--- src/rtl/shift_exec_stage.sv ---
// -----------------------------------------------------------------------------
// shift_exec_stage
// Execute-stage wrapper around a 16-bit SLL/SRA/ROR shifter. Stage 1 registers
// the request (operand, amount, mode, destination tag). The shifter runs
// combinationally off stage 1. Stage 2 registers the result, its zero flag,
// the illegal-mode error and the tag. Both sides use valid/ready handshakes,
// and flush squashes both stages.
//
// Optional feature macro: SHIFT_EXEC_FLAG_EN
//   When defined, flag_z is an architectural Z flag. It loads out_zero on every
//   output handshake and is not affected by flush. When undefined, flag_z is
//   tied to 0.
//
// Ports
//   clk, rst_n      clock, asynchronous active-low reset
//   flush           synchronous squash of both stages (beats every load)
//   in_valid/ready  request handshake (in_ready is combinational)
//   in_data         value to shift
//   in_shamt        shift amount 0..15
//   in_mode         00 SLL, 01 SRA, 10 ROR, 11 illegal
//   in_tag          destination register
//   out_valid/ready result handshake
//   out_data        shifted result
//   out_tag         destination register of out_data
//   out_zero        out_data == 0
//   out_err         the request had the illegal mode
//   flag_z          architectural Z flag (see macro above)
// -----------------------------------------------------------------------------
module shift_exec_stage #(
    parameter int unsigned DATA_W  = 16,
    parameter int unsigned SHAMT_W = 4,
    parameter int unsigned TAG_W   = 4
) (
    input  logic               clk,
    input  logic               rst_n,
    input  logic               flush,
    input  logic               in_valid,
    output logic               in_ready,
    input  logic [DATA_W-1:0]  in_data,
    input  logic [SHAMT_W-1:0] in_shamt,
    input  logic [1:0]         in_mode,
    input  logic [TAG_W-1:0]   in_tag,
    output logic               out_valid,
    input  logic               out_ready,
    output logic [DATA_W-1:0]  out_data,
    output logic [TAG_W-1:0]   out_tag,
    output logic               out_zero,
    output logic               out_err,
    output logic               flag_z
);

    localparam logic [1:0] MODE_SLL = 2'b00;
    localparam logic [1:0] MODE_SRA = 2'b01;
    localparam logic [1:0] MODE_ROR = 2'b10;

    // Operand width expressed in the widened shift-amount width, used for ROR.
    localparam logic [SHAMT_W:0] DATA_W_AMT = (SHAMT_W+1)'(DATA_W);

    // Stage 1 request register
    logic               s1_valid;
    logic [DATA_W-1:0]  s1_data;
    logic [SHAMT_W-1:0] s1_shamt;
    logic [1:0]         s1_mode;
    logic [TAG_W-1:0]   s1_tag;

    // Handshake / advance controls
    logic s1_load;
    logic s2_load;

    // Shifter outputs
    logic [DATA_W-1:0]  sh_result;
    logic               sh_err;
    logic [SHAMT_W:0]   ror_left_amt;

    // Stage 2 advances when it is empty or its current result is being taken.
    assign s2_load  = s1_valid && (!out_valid || out_ready);
    assign in_ready = !s1_valid || s2_load;
    assign s1_load  = in_valid && in_ready;

    // Complementary left amount for the rotate; an amount of 0 gives a left
    // shift by DATA_W, which yields zero and leaves the operand unchanged.
    assign ror_left_amt = DATA_W_AMT - {1'b0, s1_shamt};

    // Combinational shifter. The illegal mode drives a defined zero so no
    // unknown value can ever be captured into stage 2.
    always_comb begin
        sh_result = '0;
        sh_err    = 1'b0;
        case (s1_mode)
            MODE_SLL: sh_result = s1_data << s1_shamt;
            MODE_SRA: sh_result = $unsigned($signed(s1_data) >>> s1_shamt);
            MODE_ROR: sh_result = (s1_data >> s1_shamt) | (s1_data << ror_left_amt);
            default: begin
                sh_result = '0;
                sh_err    = 1'b1;
            end
        endcase
    end

    // Stage 1: operand register; holds while not advancing.
    always_ff @(posedge clk or negedge rst_n) begin
        if (!rst_n) begin
            s1_valid <= 1'b0;
            s1_data  <= '0;
            s1_shamt <= '0;
            s1_mode  <= '0;
            s1_tag   <= '0;
        end else if (flush) begin
            s1_valid <= 1'b0;
        end else if (s1_load) begin
            s1_valid <= 1'b1;
            s1_data  <= in_data;
            s1_shamt <= in_shamt;
            s1_mode  <= in_mode;
            s1_tag   <= in_tag;
        end else if (s2_load) begin
            s1_valid <= 1'b0;
        end
    end

    // Stage 2: result register; holds out_* stable under backpressure and
    // takes a new result in the same cycle the old one is consumed.
    always_ff @(posedge clk or negedge rst_n) begin
        if (!rst_n) begin
            out_valid <= 1'b0;
            out_data  <= '0;
            out_tag   <= '0;
            out_zero  <= 1'b0;
            out_err   <= 1'b0;
        end else if (flush) begin
            out_valid <= 1'b0;
        end else if (s2_load) begin
            out_valid <= 1'b1;
            out_data  <= sh_result;
            out_tag   <= s1_tag;
            out_zero  <= (sh_result == '0);
            out_err   <= sh_err;
        end else if (out_ready) begin
            out_valid <= 1'b0;
        end
    end

`ifdef SHIFT_EXEC_FLAG_EN
    // Architectural Z flag: updates only when a result is actually consumed.
    always_ff @(posedge clk or negedge rst_n) begin
        if (!rst_n) begin
            flag_z <= 1'b0;
        end else if (out_valid && out_ready) begin
            flag_z <= out_zero;
        end
    end
`else
    assign flag_z = 1'b0;
`endif

endmodule
--- config.mk ---
export PLATFORM = sky130hd
export DESIGN_NAME = shift_exec_stage
export DESIGN_NICKNAME = d
export VERILOG_FILES = /design/src/rtl/shift_exec_stage.sv
export SDC_FILE = /design/constraint.sdc
export NUM_CORES = 1
export LEC_CHECK = 0
export CAP_MARGIN = 40
export CORE_MARGIN = 5
export CORE_UTILIZATION = 45
export CTS_CLUSTER_DIAMETER = 60
export DETAILED_ROUTE_END_ITERATION = 10
export DONT_BUFFER_PORTS = 1
export PLACE_DENSITY = 0.67
export SYNTH_ARGS = -nofsm -noshare
export SYNTH_HDL_FRONTEND = slang
export SYNTH_SLANG_ARGS = --single-unit
--- constraint.sdc ---
create_clock -name clk -period 4 [get_ports clk]
set_clock_uncertainty 0.1 [all_clocks]
set_input_delay 0.6 -clock clk [delete_from_list [all_inputs] [get_ports clk]]
set_output_delay 0.6 -clock clk [all_outputs]
set_load 0.03 [all_outputs]
Word level (Yosys, flattened, before mapping)
Cells that the tools add are included.
- input bits: 31
- output and inout bits: 25
- logic and storage cells: 40
- register bits: 50
- bitwise logic cells: 2
- add/sub/neg operators: 1
- reductions and logical operators: 13
- equal/unequal tests: 2
- shifts and indexed selects: 4
- multiplexer cells: 8
- operators by type and width (kind ; count):
    $pmux W16 S3 ; 1
    $logic_not A16 Y1 ; 1
    $or A16 B16 Y16 ; 1
    $shl A16 B4 Y16 ; 1
    $shl A16 B5 Y16 ; 1
    $shr A16 B4 Y16 ; 1
    $sshr A16 B4 Y16 ; 1
    $mux W1 ; 7
    $reduce_bool A3 Y1 ; 2
    $sub A5 B4 Y5 const A ; 1
    $reduce_and A2 Y1 ; 2
    $reduce_or A3 Y1 ; 1
    $eq A2 B1 Y1 const B ; 1
    $eq A2 B2 Y1 const B ; 1
    $logic_and A1 B1 Y1 ; 2
    $logic_not A1 Y1 ; 2
    $logic_not A2 Y1 ; 1
    $logic_or A1 B1 Y1 ; 2
    $not A1 Y1 ; 1

Logic depth before layout (Yosys ltp)
- depth after elaboration: 7
- gate-level depth with buffers: 14
- gate-level depth less buffers: 9

Worst setup path after synthesis
OpenSTA, ideal clock, no wires.
- kind: register -> register
- start point: register s1_shamt[0]
- end point: register out_zero
- period minus slack after synthesis: 3346 ps
- data required time: 3796 ps
- stages on the path, launching flop included: 14
- library setup time: 104 ps
- path slack: 654 ps
- path buffers: 4
- arrival: 3142 ps
- cell sequence: dfrtp_1 > buf_4 > inv_2 > buf_4 > buf_2 > ha_1 > xor2_2 > clkbuf_1 > mux4_2 > mux2i_1 > o32ai_1 > a211oi_1 > nand4_1 > o41ai_2
- word-level cells in the longest chain between the ends: 5
- elaborated cells between the ends (all ways): 8
- those cells by class: add/sub: 1; shift: 4; mux: 1; bitwise: 1; reduce/logical: 1
- RTL lines (item ; line ; source):
    start: declaration ; 62 ; logic [SHAMT_W-1:0] s1_shamt;
    start signal: assignment ; 113 ; s1_shamt <= in_shamt;
    $sub A5 B4 Y5 ; 82 ; assign ror_left_amt = DATA_W_AMT - {1'b0, s1_shamt};
    $shl A16 B5 Y16 ; 92 ; MODE_ROR: sh_result = (s1_data >> s1_shamt) | (s1_data << ror_left_amt);
    $or A16 B16 Y16 ; 92 ;
    $pmux W16 S3 * ; 89 ; case (s1_mode)
    $logic_not A16 Y1 * ; 136 ; out_zero <= (sh_result == '0);
    end signal: assignment ; 136 ;
    end: declaration ; 47 ; output logic out_zero,
Every way passes the cells marked *; elsewhere a longest branch is shown, timed or not.
A chain may end at the register's enable or synchronous reset.

Worst setup path in the final report
- start point: register s1_shamt[1]
- end point: register out_zero
Same word-level chain as after synthesis.

==> summary.md <==
| Metric | Value |
|---|---|
| Final min period | `3.37 ns` |
| Row count | `38` |
| Startpoint class of the critical path | `flip-flop` |
| Yosys cell types | `70` |
| Post-Syn Area | `5010 um^2` |
| All-Layer GR Usage | `25.7%` |
| PD cells | `523 nW/um^2` |
| Core ar. | `10,900 um^2` |
| GPL Wtd Cong | `1.06` |
| Post-synth top area share | `25.0%` |
| Clock Latency Late Sink | `0.31 ns` |
| Initial Utilization | `46.1%` |
| DR WL met3 | `1960 um` |
| Hold violation count in the final report | `0` |
| Initial DRC Count | `759` |
| #FFs+latches synth | `50` |
| Final setup vio count | `0` |
| DR WL/cell | `25.9 um` |
| Most common cell in the synthesized netlist | `nand2_1` |
| Clk root buf | `clkbuf_8` |
| Post-cts hold buffer count | `1` |
| GRT Residual Overflow | `0` |
| Post-DP HPWL | `12,400 um` |
| Switch Pwr | `1.34 mW` |
| Crit Path Max Fanout | `12` |
| CTS tree | `built` |
| Height of the die | `116 um` |
| Syn Inst Count | `545` |
| Crit path cell chain | `inv_2, ha_1, xor2_2, mux4_2, mux2i_1, o32ai_1, a211oi_1, nand4_1, o41ai_2` |
| Status | `finished clean` |
| First-pass GRT wire length | `26,600 um` |
| IO Pins | `56` |
| Die X | `116 um` |
| Type of the most critical hold path | `in -> async` |
| Largest net degree at the start of global routing | `51` |
| Drt total wl | `17,000 um` |
| Syn Area/Cell | `9.20 um^2` |
| # H-tree levels | `2` |
| Synthesized Nets | `577` |
| Required @ worst endpoint | `4.11 ns` |
| Clock slew at reported path FFs | `0.09 ns` |
| Drc violations | `0` |
| Antenna-violating nets left | `0` |
| Clock Power Share | `11.6%` |
| Internal power | `1.39 mW` |
| Setup CP Type | `reg -> reg` |
| Synth Flop Type | `dfrtp_1` |
| Port Buffers | `0` |
| Initial antenna violation count | `2` |
| EDFF count, synth | `0` |
| Sequential-to-total area share from yosys stat | `25.0%` |
| Leak | `2.07 nW` |
| RSZ-0062 raised after global routing | `no` |
| CTS resizes | `0` |
| Synth top area cells | `dfrtp_1 25%, mux4_2 13%, mux2_2 11%` |
| Sequential Power Share | `35.6%` |
| Worst vdd ir | `284 uV` |
| Worst Tran Pin Value | `0.766 ns` |
| Die area | `13,400 um^2` |
| Max Cap Viol | `0` |
| Slew margin rel. | `48.9%` |
| Clock buffer depth | `2` |
| First-pass iteration count of the detailed router | `6` |
| Clock sink count | `50` |
| Layout area overhead | `3.77%` |
| TritonCTS buffer count | `5` |
| Placed Cells | `648` |
| Combinational group share of total power | `52.8%` |
| Max Freq | `297 MHz` |
| Worst Setup End Kind | `flip-flop` |
| Non-filler cells in the finished layout | `658` |
| Post-CTS Setup Bufs | `0` |
| NumNets Final | `548` |
| Sw Share | `49.1%` |
| Largest area contributor in the netlist | `dfrtp_1` |
| Number of global-route vias before repair | `4,526` |
| Setup_tns | `0 ns` |
| Most frequent cells after synthesis | `72 x nand2_1, 50 x dfrtp_1, 50 x mux2_2, 48 x mux2i_1, 37 x clkbuf_1` |
| Highest routed metal layer | `met5` |
| Via/cell ratio | `7.08` |
| Final Cycle Share | `84.2%` |
| Slew Limit Fails | `0` |
| Synth warnings | `0` |
| Crit path DAT | `3.48 ns` |
| Vias | `4,661` |
| Share of layout cells above drive strength 1 | `24.4%` |
| CP max stage delay | `0.55 ns` |
| CP max-delay cell | `xor2_2` |
| FFs w/ async S/R, synth | `100%` |
| Wl on met1 | `6770 um` |
| Met2 wire length | `7480 um` |
[layout by cell type (no fill, tap or decap), types with 4 or more instances in the layout]
cell	count
a211oi_1	8
a21oi_1	13
a22oi_1	5
a31oi_1	7
a32oi_1	4
and2_1	4
buf_4	24
clkbuf_8	6
dfrtp_1	47
mux2_2	50
mux2i_1	48
mux4_2	28
nand2_1	72
nand2b_1	6
nand3_1	12
nand4_1	5
nor2_1	31
nor2b_1	12
nor3_1	11
o211ai_1	10
o21ai_0	25
o31ai_1	10
or2_2	4
[power groups by stage]
stage          Sequential [mW]  Combinational [mW]  Clock, mW
3_3_place_gp             0.969                1.38          0
2_1_floorplan            0.831                1.12          0
4_1_cts                  0.964                1.39      0.328
5_1_grt                  0.987                1.53      0.354
3_5_place_dp             0.975                1.37          0
6_report                 0.969                1.44      0.315
[registers in the layout, summed over array words and instances, names as in the netlist]
register	flops
out_tag	4
out_err	1
s1_tag	4
s1_shamt	4
out_data	16
s1_mode	2
s1_data	16
s1_valid	1
out_valid	1
out_zero	1
[worst max-delay path: cells and delay by family, from the launching register on]
kind,cells,cell delay (ns)
adders and majority gates,1,0.37
and+or+nand+nor,1,0.18
buffers and inverters,1,0.17
AOI/OAI and AO/OA,3,0.88
xor gates and xnor gates,1,0.55
DFF,1,0.43
muxes,2,0.61
[final cells by class]
cell class | count | area, um^2
sequential | 50 | 1250
inverter | 6 | 22.5
multi-input combinational | 428 | 3440
tap | 140 | 175
clock buffer | 6 | 82.6
fill | 1028 | 5680
clock inverter | 2 | 17.5
antenna | 1 | 2.50
timing repair buffer | 25 | 208
[routing by layer]
layer / up-vias / GRT usage (%)
li1: 2004 / -
met1: 2245 / 35.4
met2: 346 / 38.4
met3: 64 / 6.89
met4: 2 / 10.7
met5: - / 0
[path summary, 6_finish.rpt]
kind,startpoint,endpoint,slack [ns],cells after the start
max reg2reg,s1_shamt[1],out_zero,0.63,9
max in group asynchronous,rst_n,s1_shamt[0],3.53,1
max,s1_shamt[1],out_zero,0.63,9
min in group clk,flush,out_valid,0.24,1
min reg2reg,s1_tag[0],out_tag[0],0.38,2
min,rst_n,s1_mode[0],0.03,1
[cell families after synthesis]
| logic type | count (synthesis) | synth area share, % |
|---|---|---|
| flip-flops | 50 | 25.0 |
| AND/OR/NAND/NOR | 173 | 16.3 |
| adder cells (fa/ha/maj) | 1 | 0.249 |
| other | 1 | 0.0748 |
| buffers and inverters | 67 | 6.44 |
| XOR/XNOR | 2 | 0.649 |
| AO/OA/AOI/OAI | 125 | 17.9 |
| multiplexers | 126 | 33.4 |
[stage by stage]
step | total power [mW] | setup WS, ns | hold slack, ns | util, % | area, um^2
after global routing | 2.87 | 0.423 | 0.0295 | 47.8 | 5200
after detailed placement | 2.35 | 0.672 | 0.206 | 46.6 | 5070
final | 2.72 | 0.633 | 0.0286 | 47.8 | 5200
after floorplan | 1.95 | 0.654 | 0.204 | - | 5010
after CTS | 2.69 | 0.683 | 0.0315 | 47.8 | 5200
after global placement | 2.35 | 0.727 | 0.206 | 46.6 | 5070
No activity file was read; power rests on OpenSTA's default activity.
==> RTL edit 1: new RTL, same settings <==
Change the parameter `TAG_W` from 4 to 6.
--- a/src/rtl/shift_exec_stage.sv
+++ b/src/rtl/shift_exec_stage.sv
@@ -29,7 +29,7 @@
 module shift_exec_stage #(
     parameter int unsigned DATA_W  = 16,
     parameter int unsigned SHAMT_W = 4,
-    parameter int unsigned TAG_W   = 4
+    parameter int unsigned TAG_W   = 6
 ) (
     input  logic               clk,
     input  logic               rst_n,
Interface: changed (resized in_tag and out_tag); port bits go from 56 to 60. The function was not compared with the original's and may differ.
==> RTL edit 1 against the original RTL <==
- sequential power rose by 5%
- area after synthesis increased by 5.3%
- routed wire length decreased by 0.83%
- sequential cell count increased by 4
- worst setup slack worse by 0.15 ns
- cell area increased by 4.4%
- total power increased by 7.2%
- critical endpoint unchanged
- largest power group unchanged
==> RTL edit 1: results (changes against the original RTL) <==
stage	metric	value	unit	change
status	status	finished clean		
setup_path	cp.arrival	3.61	ns	+0.13 ns
cells_and_area	nNetsFinal	556		+1.5%
placed_design	place_congestion	1.08		+1.6%
pwr	vdd_drop_max	0.337	mV	+18%
placed_design	hpwlAfterDp	11900	microns	-3.5%
drt	vias	4813		+3.3%
setup_path	r2r_end	out_zero		
placed_design	placedCellCount	657		+1.4%
logic_synthesis	synth.distinct_cells	74		+5.7%
global_route	grt_max_degree	69		+35%
global_route	grt_first_pass_wirelength	27100	microns	+2.0%
logic_synthesis	synth.area.top_cells	dfrtp_1, mux4_2, mux2_2		
cts	insertion_delay	0.30	ns	
global_route	gr-usage-met3	0.0745		+0.00557
placed_design	portBuffers	0		unchanged
logic_synthesis	avgSynthCellArea	9.32	sq um	+1.3%
cells_and_area	largestRegisters	out_data: 16 flops, s1_data: 16 flops		
placed_design	pre_cts_ws	0.566	ns	-0.106 ns
cts	cts_max_path_buffers	2		unchanged
logic_synthesis	synth_ff_type	dfrtp_1		
drt	drt_wl_total	16900	microns	-0.83%
global_route	track_usage	0.239		-0.0187
flow_run	maxCapViolCount	0		unchanged
drt	firstDrtPassIters	5		-1
setup_path	reg2reg_depth	9		unchanged
placed_design	place_area	5250	sq um	+3.4%
cells_and_area	diodes	0		-1
min_path	holdCritPathClass	in -> async		
sta	fmax	0.285	GHz	-4.2%
drt	wl_per_cell	25.4	microns	-2.0%
cts	path_clk_slew	0.07	ns	-0.02 ns
cts	numCtsBuffers	5		unchanged
cts	htree_levels	2		unchanged
global_route	grt_pass1_vias	4679		+3.4%
cts	root_buffer	clkbuf_16		
pwr	static-leakage-power	2.11	nW	+2.3%
sta	holdWs	0.0620	ns	+0.0334 ns
drt	drt-initial-drc-count	758		-0.13%
setup_path	path_max_fanout	16		+4
logic_synthesis	syn_nets	601		+4.2%
global_route	antenna_found_initial	1		-1
global_route	use_met2	0.361		-0.0228
logic_synthesis	synth-seq-area-share	0.256		+0.00630
logic_synthesis	synthArstFlopShare	1.00		unchanged
sta	tightest_slew	0.814	ns	+0.0476 ns
logic_synthesis	synthTopCellsByCount	nand2_1, dfrtp_1, mux2_2, nor2_1		
cts	cts_setup_buffers	0		unchanged
global_route	use_met1	0.330		-0.0235
cells_and_area	drive_gt1_frac	0.226		-0.0181
setup_path	reg2reg_from	s1_shamt[1]		
logic_synthesis	yosysWarnings	0		unchanged
[RTL edit 1: cell count changes in the layout (fill, tap and decap cells not counted), sizes merged, moves of 8 or more]
cell,delta
mux2i,-20
buf,-10
nor2,+11
mux4,+8
[RTL edit 1: cell families after synthesis]
logic type,count (synthesis),synth area share
compound gates,134,0.182
xor+xnor,2,0.00332
fa+ha+maj,1,0.00237
buf+inv,76,0.0685
flops,54,0.256
mux,119,0.327
other cells,1,0.000710
simple gates,180,0.161
[RTL edit 1: worst max-delay path, cell delays in order (launching register included)]
cell	delay (ns)
dfrtp_2	0.36
inv_1	0.08
ha_1	0.65
clkinv_1	0.62
mux4_2	0.57
o32ai_1	0.09
o32a_1	0.34
a2111oi_2	0.22
nand4_1	0.13
o31ai_1	0.25
[RTL edit 1: layout make-up]
cell class | count | area (sq um)
inverter | 9 | 33.8
clock inverter | 2 | 16.3
tap | 143 | 179
clock buffer | 6 | 139
timing repair buffer | 15 | 133
fill | 1106 | 6040
sequential | 54 | 1360
multi-input combinational | 437 | 3570
[RTL edit 1: worst max-delay path by stage]
stage	from	end	cells after the start
floorplan	s1_shamt[0]	out_zero	15
global placement	s1_shamt[1]	out_zero	9
detailed placement	s1_shamt[1]	out_zero	9
CTS	s1_shamt[1]	out_zero	9
global route	s1_shamt[1]	out_zero	9
finish	s1_shamt[1]	out_zero	9
[RTL edit 1: repair_timing]
| item | CTS | global route |
|---|---|---|
| resized for setup | 0 | 0 |
| hold buffers | 1 | 0 |
| endpoints found under the hold margin | 54 | 0 |
[RTL edit 1: per-layer routing]
metal,part of all wire,routed length [microns]
met1,0.39,6530
met2,0.46,7700
met3,0.12,2060
met4,0.035,589
met5,0.00077,13
[RTL edit 1: where the power goes]
| part | total (mW) | internal, mW | switching, mW |
|---|---|---|---|
| Combinational | 1.44 | 0.644 | 0.797 |
| Clock | 0.455 | 0.252 | 0.203 |
| Sequential | 1.02 | 0.656 | 0.364 |
| Total | 2.92 | 1.55 | 1.36 |
==> RTL edit 2: new RTL, same flow settings <==
Without the edit above. Register the output `out_err` once more, with the module's reset; this adds one clock of latency there. The other outputs are not delayed to match.
--- a/src/rtl/shift_exec_stage.sv
+++ b/src/rtl/shift_exec_stage.sv
@@ -55,6 +55,8 @@
 
     // Operand width expressed in the widened shift-amount width, used for ROR.
     localparam logic [SHAMT_W:0] DATA_W_AMT = (SHAMT_W+1)'(DATA_W);
+
+    logic out_err_s0;
 
     // Stage 1 request register
     logic               s1_valid;
@@ -126,7 +128,7 @@
             out_data  <= '0;
             out_tag   <= '0;
             out_zero  <= 1'b0;
-            out_err   <= 1'b0;
+            out_err_s0 <= 1'b0;
         end else if (flush) begin
             out_valid <= 1'b0;
         end else if (s2_load) begin
@@ -134,7 +136,7 @@
             out_data  <= sh_result;
             out_tag   <= s1_tag;
             out_zero  <= (sh_result == '0);
-            out_err   <= sh_err;
+            out_err_s0 <= sh_err;
         end else if (out_ready) begin
             out_valid <= 1'b0;
         end
@@ -153,4 +155,12 @@
     assign flag_z = 1'b0;
 `endif
 
+    always_ff @(posedge clk or negedge rst_n) begin
+        if (!rst_n) begin
+            out_err <= '0;
+        end else begin
+            out_err <= out_err_s0;
+        end
+    end
+
 endmodule
Behaviour: not the same (Yosys sat finds a counterexample within 4 cycles, from zero or initial values and one cycle with rst_n low).
==> RTL edit 2 against the original RTL <==
- total power fell by 1.5%
- combinational power fell by 4%
- cell area fell by 1.0%
- die area rose by 0.46%
- routed wire length rose by 2.0%
- sequential cell count rose by 1
- worst setup slack got worse by 0.15 ns
- worst hold slack got worse by 0.0014 ns
- area after synthesis rose by 0.50%
==> RTL edit 2: results (changes against the original RTL) <==
stage	metric	value	unit	change
cells_and_area	seq_area	1280	sq um	+2.0%
drt	drt_wl_total	17400	microns	+2.0%
cells_and_area	nNetsFinal	542		-1.1%
cells_and_area	drive_gt1_frac	0.229		-0.0143
drt	dr_wl_met3	1930	microns	-1.5%
cells_and_area	nClkBuffers	5		-1
cells_and_area	buf_share	0.0289		-0.0110
setup_path	path_max_fanout	34		+22
drt	wl_met1	7080	microns	+4.6%
cells_and_area	n_sequential_cell	51		+2.0%
logic_synthesis	synthTopCellsByCount	nand2_1, dfrtp_1, mux2_2, mux2i_1, clkbuf_1		
global_route	antenna_found_initial	0		-2
logic_synthesis	syn_inst	546		+0.18%
pwr	switching_share	0.495		+0.00458
drt	wl_per_cell	26.7	microns	+3.3%
placed_design	pre_cts_ws	0.536	ns	-0.136 ns
placed_design	place_congestion	1.03		-2.9%
placed_design	placedCellCount	642		-0.93%
global_route	track_usage	0.258		+0.000334
pwr	static-leakage-power	2.03	nW	-1.5%
setup_path	cp_slowest_stage_delay	0.61	ns	+0.06 ns
drt	top_layer_used	met4		
placed_design	place_area	5040	sq um	-0.67%
pwr	p_comb	1.38	mW	-4%
sta	tightest_slew	0.957	ns	+0.191 ns
global_route	grt_max_degree	52		+2.0%
setup_path	cp.arrival	3.63	ns	+0.15 ns
cts	path_clk_slew	0.10	ns	
drt	drt-initial-drc-count	697		-8.2%
logic_synthesis	syn_nets	578		+0.17%
global_route	use_met2	0.389		+0.00431
logic_synthesis	synth.area.top_cells	dfrtp_1, mux4_2, mux2_2		
pwr	p_clk	302	uW	-4%
setup_path	critPathSlowestCell	a2111oi_0		
pwr	vdd_drop_max	0.277	mV	-2.7%
drt	firstDrtPassIters	5		-1
global_route	grt_first_pass_wirelength	26500	microns	-0.57%
cts	cts_setup_buffers	0		unchanged
status	status	finished clean		
cells_and_area	diodes	0		-1
pwr	internal_power	1.35	mW	-2.4%
cells_and_area	sh_seq_area	0.249		+0.00738
cells_and_area	inverters	6		unchanged
cells_and_area	nFillCells	1030		+0.19%
global_route	gr-usage-met3	0.0585		-0.0104
drt	vias	4676		+0.32%
cells_and_area	multiInputGateArea	3440	sq um	unchanged
cells_and_area	clock_area_frac	0.0160		-0.00320
global_route	grt_pass1_vias	4471		-1.2%
cells_and_area	num-nonclk-buffers	18		-28%
placed_design	hpwlAfterDp	12200	microns	-1.6%
logic_synthesis	syn_area	5040	sq um	+0.50%
[RTL edit 2: cell count changes after synthesis, sizes merged]
| cell | before | now |
|---|---|---|
| dfrtp | 50 | 51 |
[RTL edit 2: worst paths after layout]
| path | cells past startpoint | from | endpoint | slack, ns |
|---|---|---|---|---|
| setup / recovery | 9 | s1_shamt[0] | out_zero | 0.48 |
| min in group clk | 1 | flush | out_valid | 0.23 |
| hold / removal | 1 | rst_n | out_data[6] | 0.03 |
| setup reg to reg | 9 | s1_shamt[0] | out_zero | 0.48 |
| hold reg to reg | 0 | out_err_s0 | out_err | 0.28 |
| max in group asynchronous | 1 | rst_n | s1_shamt[1] | 3.54 |
[RTL edit 2: logic make-up after synthesis]
kind of cell / Yosys count / share of synthesized area
other: 1 / 0.000744
multiplexers: 126 / 0.332
buffers and inverters: 67 / 0.0640
AO/OA/AOI/OAI: 125 / 0.178
XOR/XNOR: 2 / 0.00646
AND/OR/NAND/NOR: 173 / 0.163
flip-flops: 51 / 0.253
adder cells (fa/ha/maj): 1 / 0.00248
